[src/rtl/arb_pkg.sv]
// Shared definitions for the arbiter family: width helper, default channel
// count and the owner-state encoding.
package arb_pkg;

    localparam int ARB_DEFAULT_N = 3;

    typedef enum logic {
        ST_IDLE  = 1'b0,
        ST_OWNED = 1'b1
    } arb_state_e;

    // ceil(log2(v)), never below 1 so every derived vector has at least one bit
    function automatic int clog2_min1(input int v);
        int r;
        r = 0;
        while ((1 << r) < v) r++;
        return (r < 1) ? 1 : r;
    endfunction

endpackage

[src/rtl/arb_rr_pick.sv]
// Rotating priority encoder: first set request scanning start, start+1, ...
// modulo N, optionally skipping one excluded channel.
module arb_rr_pick
    import arb_pkg::*;
#(
    parameter  int N    = ARB_DEFAULT_N,
    localparam int ID_W = clog2_min1(N)
) (
    input  logic [N-1:0]    req,
    input  logic [ID_W-1:0] start,
    input  logic            excl_en,
    input  logic [ID_W-1:0] excl_id,
    output logic            found,
    output logic [ID_W-1:0] idx
);

    localparam int NP = 1 << ID_W;

    logic [NP-1:0]   req_ext;
    logic [ID_W-1:0] pos_id;
    int              pos;

    always_comb begin
        req_ext        = '0;
        req_ext[N-1:0] = req;
        found          = 1'b0;
        idx            = '0;
        pos            = 0;
        pos_id         = '0;
        for (int k = 0; k < N; k++) begin
            // start is always below N, so one subtraction completes the wrap
            pos = int'(start) + k;
            if (pos >= N) pos = pos - N;
            pos_id = ID_W'(pos);
            if (!found && req_ext[pos_id] && !(excl_en && (pos_id == excl_id))) begin
                found = 1'b1;
                idx   = pos_id;
            end
        end
    end

endmodule

[src/rtl/arb_rr_mutex.sv]
// N-channel round-robin mutex arbiter with lock semantics and an optional
// hold limit that forces handover when other channels are waiting.
module arb_rr_mutex
    import arb_pkg::*;
#(
    parameter  int N        = ARB_DEFAULT_N,
    parameter  int MAX_HOLD = 0,
    localparam int ID_W     = clog2_min1(N),
    localparam int CNT_W    = clog2_min1(MAX_HOLD + 1)
) (
    input  logic            clk,
    input  logic            rst_n,
    input  logic [N-1:0]    req,
    output logic [N-1:0]    grant,
    output logic            grant_valid,
    output logic [ID_W-1:0] grant_id,
    output logic            preempt
);

    localparam logic [CNT_W-1:0] HOLD_LIM = CNT_W'(MAX_HOLD);
    localparam logic [CNT_W-1:0] CNT_ONE  = CNT_W'(1);
    localparam logic [ID_W-1:0]  LAST_ID  = ID_W'(N - 1);

    arb_state_e      state;
    logic [ID_W-1:0] ptr;
    logic [CNT_W-1:0] cnt;

    logic            found;
    logic [ID_W-1:0] win;
    logic [ID_W-1:0] win_next;
    logic            owner_req;
    logic            take;
    logic            force_ho;

    // ptr already equals owner+1, so one encoder serves both release and
    // forced handover; the owner is masked out while it holds the grant.
    arb_rr_pick #(.N(N)) u_pick (
        .req     (req),
        .start   (ptr),
        .excl_en (state == ST_OWNED),
        .excl_id (grant_id),
        .found   (found),
        .idx     (win)
    );

    assign grant_valid = |grant;
    assign owner_req   = |(req & grant);
    assign win_next    = (win == LAST_ID) ? '0 : win + ID_W'(1);

    always_comb begin
        take     = 1'b0;
        force_ho = 1'b0;
        if (state == ST_IDLE || !owner_req) begin
            take = found;
        end else if (MAX_HOLD > 0 && cnt == HOLD_LIM && found) begin
            take     = 1'b1;
            force_ho = 1'b1;
        end
    end

    always_ff @(posedge clk) begin
        if (!rst_n) begin
            state    <= ST_IDLE;
            grant    <= '0;
            grant_id <= '0;
            ptr      <= '0;
            cnt      <= '0;
            preempt  <= 1'b0;
        end else begin
            preempt <= 1'b0;
            if (take) begin
                state    <= ST_OWNED;
                grant    <= N'(1) << win;
                grant_id <= win;
                ptr      <= win_next;
                cnt      <= CNT_ONE;
                preempt  <= force_ho;
            end else if (state == ST_OWNED && !owner_req) begin
                // released with nobody waiting: ptr keeps pointing past the old owner
                state    <= ST_IDLE;
                grant    <= '0;
                grant_id <= '0;
                cnt      <= '0;
            end else if (state == ST_OWNED && MAX_HOLD > 0 && cnt != HOLD_LIM) begin
                cnt <= cnt + CNT_ONE;
            end
        end
    end

endmodule

[config.mk]
export PLATFORM = sky130hd
export DESIGN_NAME = arb_rr_mutex
export DESIGN_NICKNAME = d
export VERILOG_FILES = /design/src/rtl/arb_pkg.sv /design/src/rtl/arb_rr_pick.sv /design/src/rtl/arb_rr_mutex.sv
export SDC_FILE = /design/constraint.sdc
export NUM_CORES = 1
export LEC_CHECK = 0
export BUFFER_PORTS_ARGS = -buffer_cell sky130_fd_sc_hd__buf_4
export CAP_MARGIN = 40
export CORE_UTILIZATION = 48
export CTS_CLUSTER_DIAMETER = 40
export DETAILED_ROUTE_END_ITERATION = 10
export PLACE_DENSITY_LB_ADDON = 0.15
export RECOVER_POWER = 25
export SETUP_SLACK_MARGIN = 0.2
export SLEW_MARGIN = 20
export SYNTH_ARGS = -nofsm -noshare
export SYNTH_HDL_FRONTEND = slang
export SYNTH_SLANG_ARGS = --single-unit
[constraint.sdc]
create_clock -name clk -period 2 [get_ports clk]
set_clock_uncertainty 0.2 [all_clocks]
set_input_delay 0.1 -clock clk [delete_from_list [all_inputs] [get_ports clk]]
set_output_delay 0.1 -clock clk [all_outputs]
set_load 0.05 [all_outputs]
==> impl_metrics.env, run 1 <==
export IMPL_status="finished, violations left"
export IMPL_violations="negative setup slack"
export IMPL_r2r_end="grant_id[1]$_SDFFE_PN0P_"
export IMPL_grt_usage_pct=25.9
export IMPL_io_pins=12
export IMPL_cp_required_ns=1.94
export IMPL_slew_limit_headroom_pct=60.0
export IMPL_layout_drive_gt1_share_pct=41.3
export IMPL_synth_common_cells="10 x nand2_1, 8 x dfxtp_1, 6 x inv_1, 6 x o22ai_1, 6 x xnor2_1"
export IMPL_start_kind="flop"
export IMPL_maxCapViolCount=0
export IMPL_hold_path_startpoint="req[2]"
export IMPL_p_clk_share_pct=6.7
export IMPL_power_mw=1.88
export IMPL_switchingPower_mw=0.944
export IMPL_grt_pass1_wl_microns=2710
export IMPL_viasPerCell=5.97
export IMPL_die_h_microns=39.8
export IMPL_endpoint_kind="flop"
export IMPL_finalCritPeriodShare_pct=107
export IMPL_yosys_warnings=0
export IMPL_synth_compound_gate_area_share_pct=26.1
export IMPL_post_place_ws_ns=-0.258
export IMPL_max_freq_mhz=467
export IMPL_critical_path_max_fanout=4
export IMPL_synth_edf_count=0
export IMPL_min_period_ns=2.14
export IMPL_fin_cells=119
export IMPL_async_reset_ff_share_pct=0
export IMPL_hpwl_microns=1340
export IMPL_core_area_sq_mm=0.00132
export IMPL_drt_wl_total_microns=1890
export IMPL_dieWidth_microns=39.8
export IMPL_dieArea_sq_mm=0.00158
export IMPL_power_internal_mw=0.940
export IMPL_clk_latency_ns=0.26
export IMPL_synthDistinctLibCells=33
export IMPL_final_max_slew_viol_count=0
export IMPL_fin_ws_ns=-0.143
export IMPL_cts_buffers=3
export IMPL_grt_overflow=0
export IMPL_p_seq_share_pct=19.5
export IMPL_first_pass_iters=4
export IMPL_setup_viol=8
export IMPL_drt_initial_drc_count=31
export IMPL_placed_cells=114
export IMPL_ys_seq_area_share_pct=23.4
export IMPL_multi_input_area_sq_um=504
export IMPL_netlist_area_leader_share_pct=23.4
export IMPL_rsz0062_at_grt="true"
export IMPL_switching_share_pct=50.1
export IMPL_synth_top_cells_by_area="dfxtp_1 23%, xnor2_1 7.7%, mux2i_1 7.3%"
export IMPL_regArea_sq_um=168
export IMPL_path_class="flop to flop"
export IMPL_gp_congestion=0.814
export IMPL_hold_depth=4
export IMPL_synthFlopType="dfxtp_1"
export IMPL_post_synth_top_area_cell="dfxtp_1"
export IMPL_hold_slack_ns=0.232
export IMPL_drc_errors=0
export IMPL_ff2ff_path_depth=8
export IMPL_first_global_vias=671
export IMPL_syn_area_per_cell_sq_um=8.16
export IMPL_cts_root_buffer_cell="clkbuf_4"
export IMPL_r2r_start="ptr[0]$_SDFFE_PN0P_"
export IMPL_io_buffers=10
export IMPL_syn_cell_area_sq_um=686
export IMPL_antenna_found_initial=0
export IMPL_holdPathEnd="state$_SDFFE_PN0P_"
export IMPL_clkSlewWorstSetupHoldPaths_ns=0.05
export IMPL_synth_most_common_cell="nand2_1"
export IMPL_dr_total_vias=711
export IMPL_synth_simple_area_share_pct=18.8
export IMPL_synthMuxAreaShare_pct=7.30
export IMPL_tritoncts="yes"
export IMPL_clock_sinks=8
export IMPL_synthCells=84
export IMPL_finalHoldViolCount=0
export IMPL_synth_top_family_by_area="compound AO/OA/AOI/OAI gates"
export IMPL_syn_nets=91
export IMPL_worstPathArrival_ns=2.08
export IMPL_ant_nets=0
export IMPL_nets=113
export IMPL_grt_max_degree=10
export IMPL_power_density_mw_per_mm2=2050
export IMPL_htreeDepth=1
export IMPL_synthAdderAreaFrac_pct=3.65
export IMPL_clk_path_buf_depth=2
export IMPL_max_vdd_ir_drop_uv=1250
export IMPL_ys_ff_latch=8
export IMPL_area_growth_syn_to_layout_pct=34.3
export IMPL_insertedDiodeCount=0
export IMPL_synthXorXnorAreaFrac_pct=7.66
export IMPL_reg2reg_slack_ns=-0.14
export IMPL_initial_core_util_pct=52.0
export IMPL_worst_slew_pin_slew_ns=0.594
export IMPL_hold_path_class="input pin to flop"
export IMPL_comb_power_share_pct=73.8
export IMPL_wl_per_cell_microns=15.9
export IMPL_nFillCells=115
export IMPL_p_leak_nw=0.366
export IMPL_fp_row_count=13
-- timing repair --
item | in CTS | in global routing
endpoints found under the hold margin | 8 | 0
hold buffers | 1 | 0
gates cloned | 0 | 0
buffers inserted | 0 | 1
gates resized for setup | 10 | 6
setup endpoints to repair | 8 | 8
pin swaps | 4 | 4
-- sequential cells by signal, summed over array words and instances, names as in the netlist --
name,count
grant,3
grant_id,2
ptr,2
state,1
-- power by group through the flow --
stage          Clock [mW]  Combinational, mW  Sequential [mW]
6_report            0.127               1.39            0.367
2_1_floorplan           0              0.804            0.463
4_1_cts             0.126               1.32            0.354
5_1_grt             0.126               1.47            0.373
3_3_place_gp            0               1.23            0.347
3_5_place_dp            0               1.24            0.346
-- final cells by class --
cell class,instances,area share (%)
flip-flops and latches,8,18.2
clock buffers,3,2.45
well taps,15,2.04
multi-input cells,63,54.8
repair buffers,24,19.8
inverters,6,2.72
-- cell usage in the layout (no fill, tap or decap), types with 2 or more instances in the layout --
cell and count:
buf_4 21, nand2_1 10, o22ai_1 6, inv_1 5, xnor2_1 4, dfxtp_1 4, mux2i_1 3, nor2_1 3
clkbuf_4 3, dfxtp_2 3, a222oi_1 2, xnor2_2 2, nand3_1 2, mux2i_2 2, nand3b_1 2, nand2b_1 2
a22oi_1 2, nand4b_1 2, o21bai_1 2, ha_4 2
-- metal layers --
layer | global-route usage, % | vias up | part of all wire, %
met5 | 0 | - | 0
met4 | 13.8 | 0 | 2.1
met3 | 1.70 | 5 | 5.4
met2 | 50.4 | 31 | 51
met1 | 26.7 | 332 | 41
li1 | - | 343 | -
-- cells by family after synthesis --
kind of cell / after synthesis
flops: 8
other cells: 1
mux: 5
fa+ha+maj: 2
simple gates: 25
xor+xnor: 6
buf+inv: 13
compound gates: 24
-- worst max-delay path by stage --
stage,from,endpoint,slack [ns],depth (start not counted)
2_1_floorplan,ptr[0]$_SDFFE_PN0P_,grant_id[1]$_SDFFE_PN0P_,-0.13,8
3_5_place_dp,ptr[0]$_SDFFE_PN0P_,grant[2]$_SDFFE_PN0P_,-0.26,7
3_3_place_gp,ptr[0]$_SDFFE_PN0P_,grant_id[1]$_SDFFE_PN0P_,-0.19,8
6_report,ptr[0]$_SDFFE_PN0P_,grant_id[1]$_SDFFE_PN0P_,-0.14,8
4_1_cts,ptr[0]$_SDFFE_PN0P_,grant_id[1]$_SDFFE_PN0P_,-0.13,8
5_1_grt,ptr[0]$_SDFFE_PN0P_,grant_id[1]$_SDFFE_PN0P_,-0.20,8
-- metrics by stage --
stage | TNS, ns | utilization (%) | instance area (sq um)
3_5_place_dp | -1.42 | 62.0 | 817
4_1_cts | -0.693 | 67.6 | 891
5_1_grt | -1.33 | 69.9 | 921
6_report | -0.781 | 69.9 | 921
3_3_place_gp | -1.10 | 62.0 | 817
2_1_floorplan | -0.661 | - | 697
-- worst max-delay path, stage by stage (launching register included) --
cell and delay, ns:
dfxtp_4 0.36, inv_4 0.06, ha_4 0.15, mux2i_1 0.30, mux2i_2 0.16, a222oi_1 0.36
buf_4 0.20, a211oi_2 0.04, o21bai_1 0.19
Power figures use the tool's default switching activity.
==> run 2, diff against run 1 <==
--- a/config.mk
+++ b/config.mk
@@ -7,13 +7,12 @@
 export LEC_CHECK = 0
 export BUFFER_PORTS_ARGS = -buffer_cell sky130_fd_sc_hd__buf_4
 export CAP_MARGIN = 40
-export CORE_UTILIZATION = 48
+export CORE_UTILIZATION = 46
 export CTS_CLUSTER_DIAMETER = 40
 export DETAILED_ROUTE_END_ITERATION = 10
 export PLACE_DENSITY_LB_ADDON = 0.15
 export RECOVER_POWER = 25
 export SETUP_SLACK_MARGIN = 0.2
-export SLEW_MARGIN = 20
 export SYNTH_ARGS = -nofsm -noshare
 export SYNTH_HDL_FRONTEND = slang
 export SYNTH_SLANG_ARGS = --single-unit
==> run 2 against run 1 <==
Effect of this change:
- the flow still finishes with violations (negative setup slack)
- sequential share of layout area is essentially flat
- count of clock-buffer cells in the layout unchanged
- via count fell by 1.7%
- die area increased by 4.1%
- first-iteration DRC count down 23%
- hold slack gained 0.0049 ns
- non-clock buffer count decreased by 3
- global-route usage down 1.6 points
- final area is 1.6% lower
- register-to-register slack improved by 0.06 ns
- largest cell class unchanged
- highest routed layer is now met3
==> impl_metrics.env, run 2 (same netlist as run 1, synthesis figures left out) <==
export IMPL_clk_path_buf_depth=2
export IMPL_max_freq_mhz=479
export IMPL_tritoncts="yes"
export IMPL_dr_total_vias=699
export IMPL_status="finished, violations left"
export IMPL_fp_row_count=13
export IMPL_critical_path_max_fanout=8
export IMPL_largestRegisters="grant x3, grant_id x2, ptr x2"
export IMPL_cp_required_ns=1.94
export IMPL_worst_slew_pin_slew_ns=0.633
export IMPL_grt_pass1_wl_microns=2650
export IMPL_clock_sinks=8
export IMPL_drt_initial_drc_count=24
export IMPL_drc_errors=0
export IMPL_layout_drive_gt1_share_pct=39.6
export IMPL_io_buffers=10
export IMPL_regMostFlops="grant"
export IMPL_slowest_delay_ns=0.33
export IMPL_dieWidth_microns=40.6
export IMPL_hold_path_startpoint="req[0]"
export IMPL_maxCapViolCount=0
export IMPL_cts_root_buffer_cell="clkbuf_4"
export IMPL_grt_max_degree=10
export IMPL_reg2reg_slack_ns=-0.09
export IMPL_rsz0062_at_grt="true"
export IMPL_dieArea_sq_mm=0.00165
export IMPL_htreeDepth=1
export IMPL_cts_buffers=3
export IMPL_antenna_found_initial=0
export IMPL_postCtsSetupRepairBufs=0
export IMPL_final_area_sq_um=906
export IMPL_finalHoldViolCount=0
export IMPL_finalCritPeriodShare_pct=104
export IMPL_setup_viol=8
export IMPL_clk_latency_ns=0.26
export IMPL_hold_path_class="input pin to flop"
export IMPL_endpoint_kind="flop"
export IMPL_crit_buf_inv=2
export IMPL_worstPathArrival_ns=2.03
export IMPL_cpLargestDelayFamily="compound AO/OA/AOI/OAI gates"
export IMPL_hold_depth=5
export IMPL_drt_wl_total_microns=1800
export IMPL_fin_ws_ns=-0.0866
export IMPL_holdPathEnd="ptr[0]$_SDFFE_PN0P_"
export IMPL_final_common_cell="buf_4"
export IMPL_wl_per_cell_microns=15.5
export IMPL_insertedDiodeCount=0
export IMPL_placed_cell_area_sq_um=802
export IMPL_viasPerCell=6.03
export IMPL_area_growth_syn_to_layout_pct=32.1
export IMPL_slew_limit_headroom_pct=57.3
export IMPL_io_pins=12
export IMPL_violations="negative setup slack"
export IMPL_min_period_ns=2.09
export IMPL_r2r_end="grant[2]$_SDFFE_PN0P_"
export IMPL_final_cell_mix="19 x buf_4, 10 x nand2_1, 6 x o22ai_1, 5 x inv_1"
export IMPL_r2r_start="ptr[0]$_SDFFE_PN0P_"
export IMPL_post_place_ws_ns=-0.209
export IMPL_final_max_slew_viol_count=0
export IMPL_slowest_stage="dfxtp_2"
export IMPL_die_h_microns=40.6
export IMPL_nets=110
export IMPL_core_area_sq_mm=0.00135
export IMPL_startpoint="ptr[0]$_SDFFE_PN0P_"
export IMPL_start_kind="flop"
export IMPL_first_global_vias=632
export IMPL_clkSlewWorstSetupHoldPaths_ns=0.06
export IMPL_first_pass_iters=4
export IMPL_grt_overflow=0
export IMPL_worstPathCellList="inv_2 > ha_4 > mux2i_2 > o21ai_2 > a222oi_1 > buf_4 > a211oi_2 > o21bai_1"
export IMPL_initial_core_util_pct=50.8
export IMPL_gp_congestion=0.879
export IMPL_grt_usage_pct=24.4
export IMPL_path_class="flop to flop"
export IMPL_hpwl_microns=1340
export IMPL_ff2ff_path_depth=8
export IMPL_largest_register_ffs=3
export IMPL_ant_nets=0
-- run 2: layout make-up --
type / count / area, sq um
Clock buffer: 3 / 22.5
Fill cell: 125 / 444
Inverter: 6 / 22.5
Multi-Input combinational cell: 63 / 520
Sequential cell: 8 / 165
Tap cell: 15 / 18.8
Timing Repair Buffer: 21 / 156
-- run 2: timing repair --
item | 4_1_cts | 5_1_grt
hold buffers | 1 | 0
gates cloned | 0 | 0
gates resized for setup | 14 | 1
pin swaps | 4 | 3
endpoints found under the setup margin | 8 | 8
endpoints found under the hold margin | 8 | 0
-- run 2: worst max path at each step --
stage / endpoint / slack, ns / cells after the start
floorplan: grant_id[1]$_SDFFE_PN0P_ / -0.13 / 8
global placement: grant_id[1]$_SDFFE_PN0P_ / -0.18 / 8
detailed placement: grant[2]$_SDFFE_PN0P_ / -0.21 / 7
CTS: grant[2]$_SDFFE_PN0P_ / -0.06 / 8
global route: grant_id[1]$_SDFFE_PN0P_ / -0.19 / 8
finish: grant[2]$_SDFFE_PN0P_ / -0.09 / 8
-- run 2: layer usage --
metal | share of wire [%] | vias to the layer above | global-route usage, %
li1 | - | 341 | -
met4 | 0 | 0 | 12.5
met2 | 49 | 24 | 40.9
met5 | 0 | - | 0
met3 | 4.7 | 0 | 2.22
met1 | 47 | 334 | 30.5
-- run 2: worst register-to-register path: stages, from the launching register on --
cell and delay (ns):
dfxtp_2 0.33, inv_2 0.04, ha_4 0.32, mux2i_2 0.24, o21ai_2 0.09, a222oi_1 0.33, buf_4 0.20, a211oi_2 0.04
o21bai_1 0.19
-- run 2: per-stage QoR --
stage	std cells	util [%]	hold slack, ns	TNS [ns]
after CTS	116	67.1	0.222	-0.207
after floorplan	84	-	0.221	-0.661
after global placement	112	59.4	0.190	-1.22
final	116	67.1	0.237	-0.341
after detailed placement	112	59.4	0.188	-1.30
after global routing	116	67.1	0.287	-1.20
Power of run 2 is left out: the tool's default activity adds up to more than one toggle a clock period on the data nets, which glitch-free logic cannot reach.
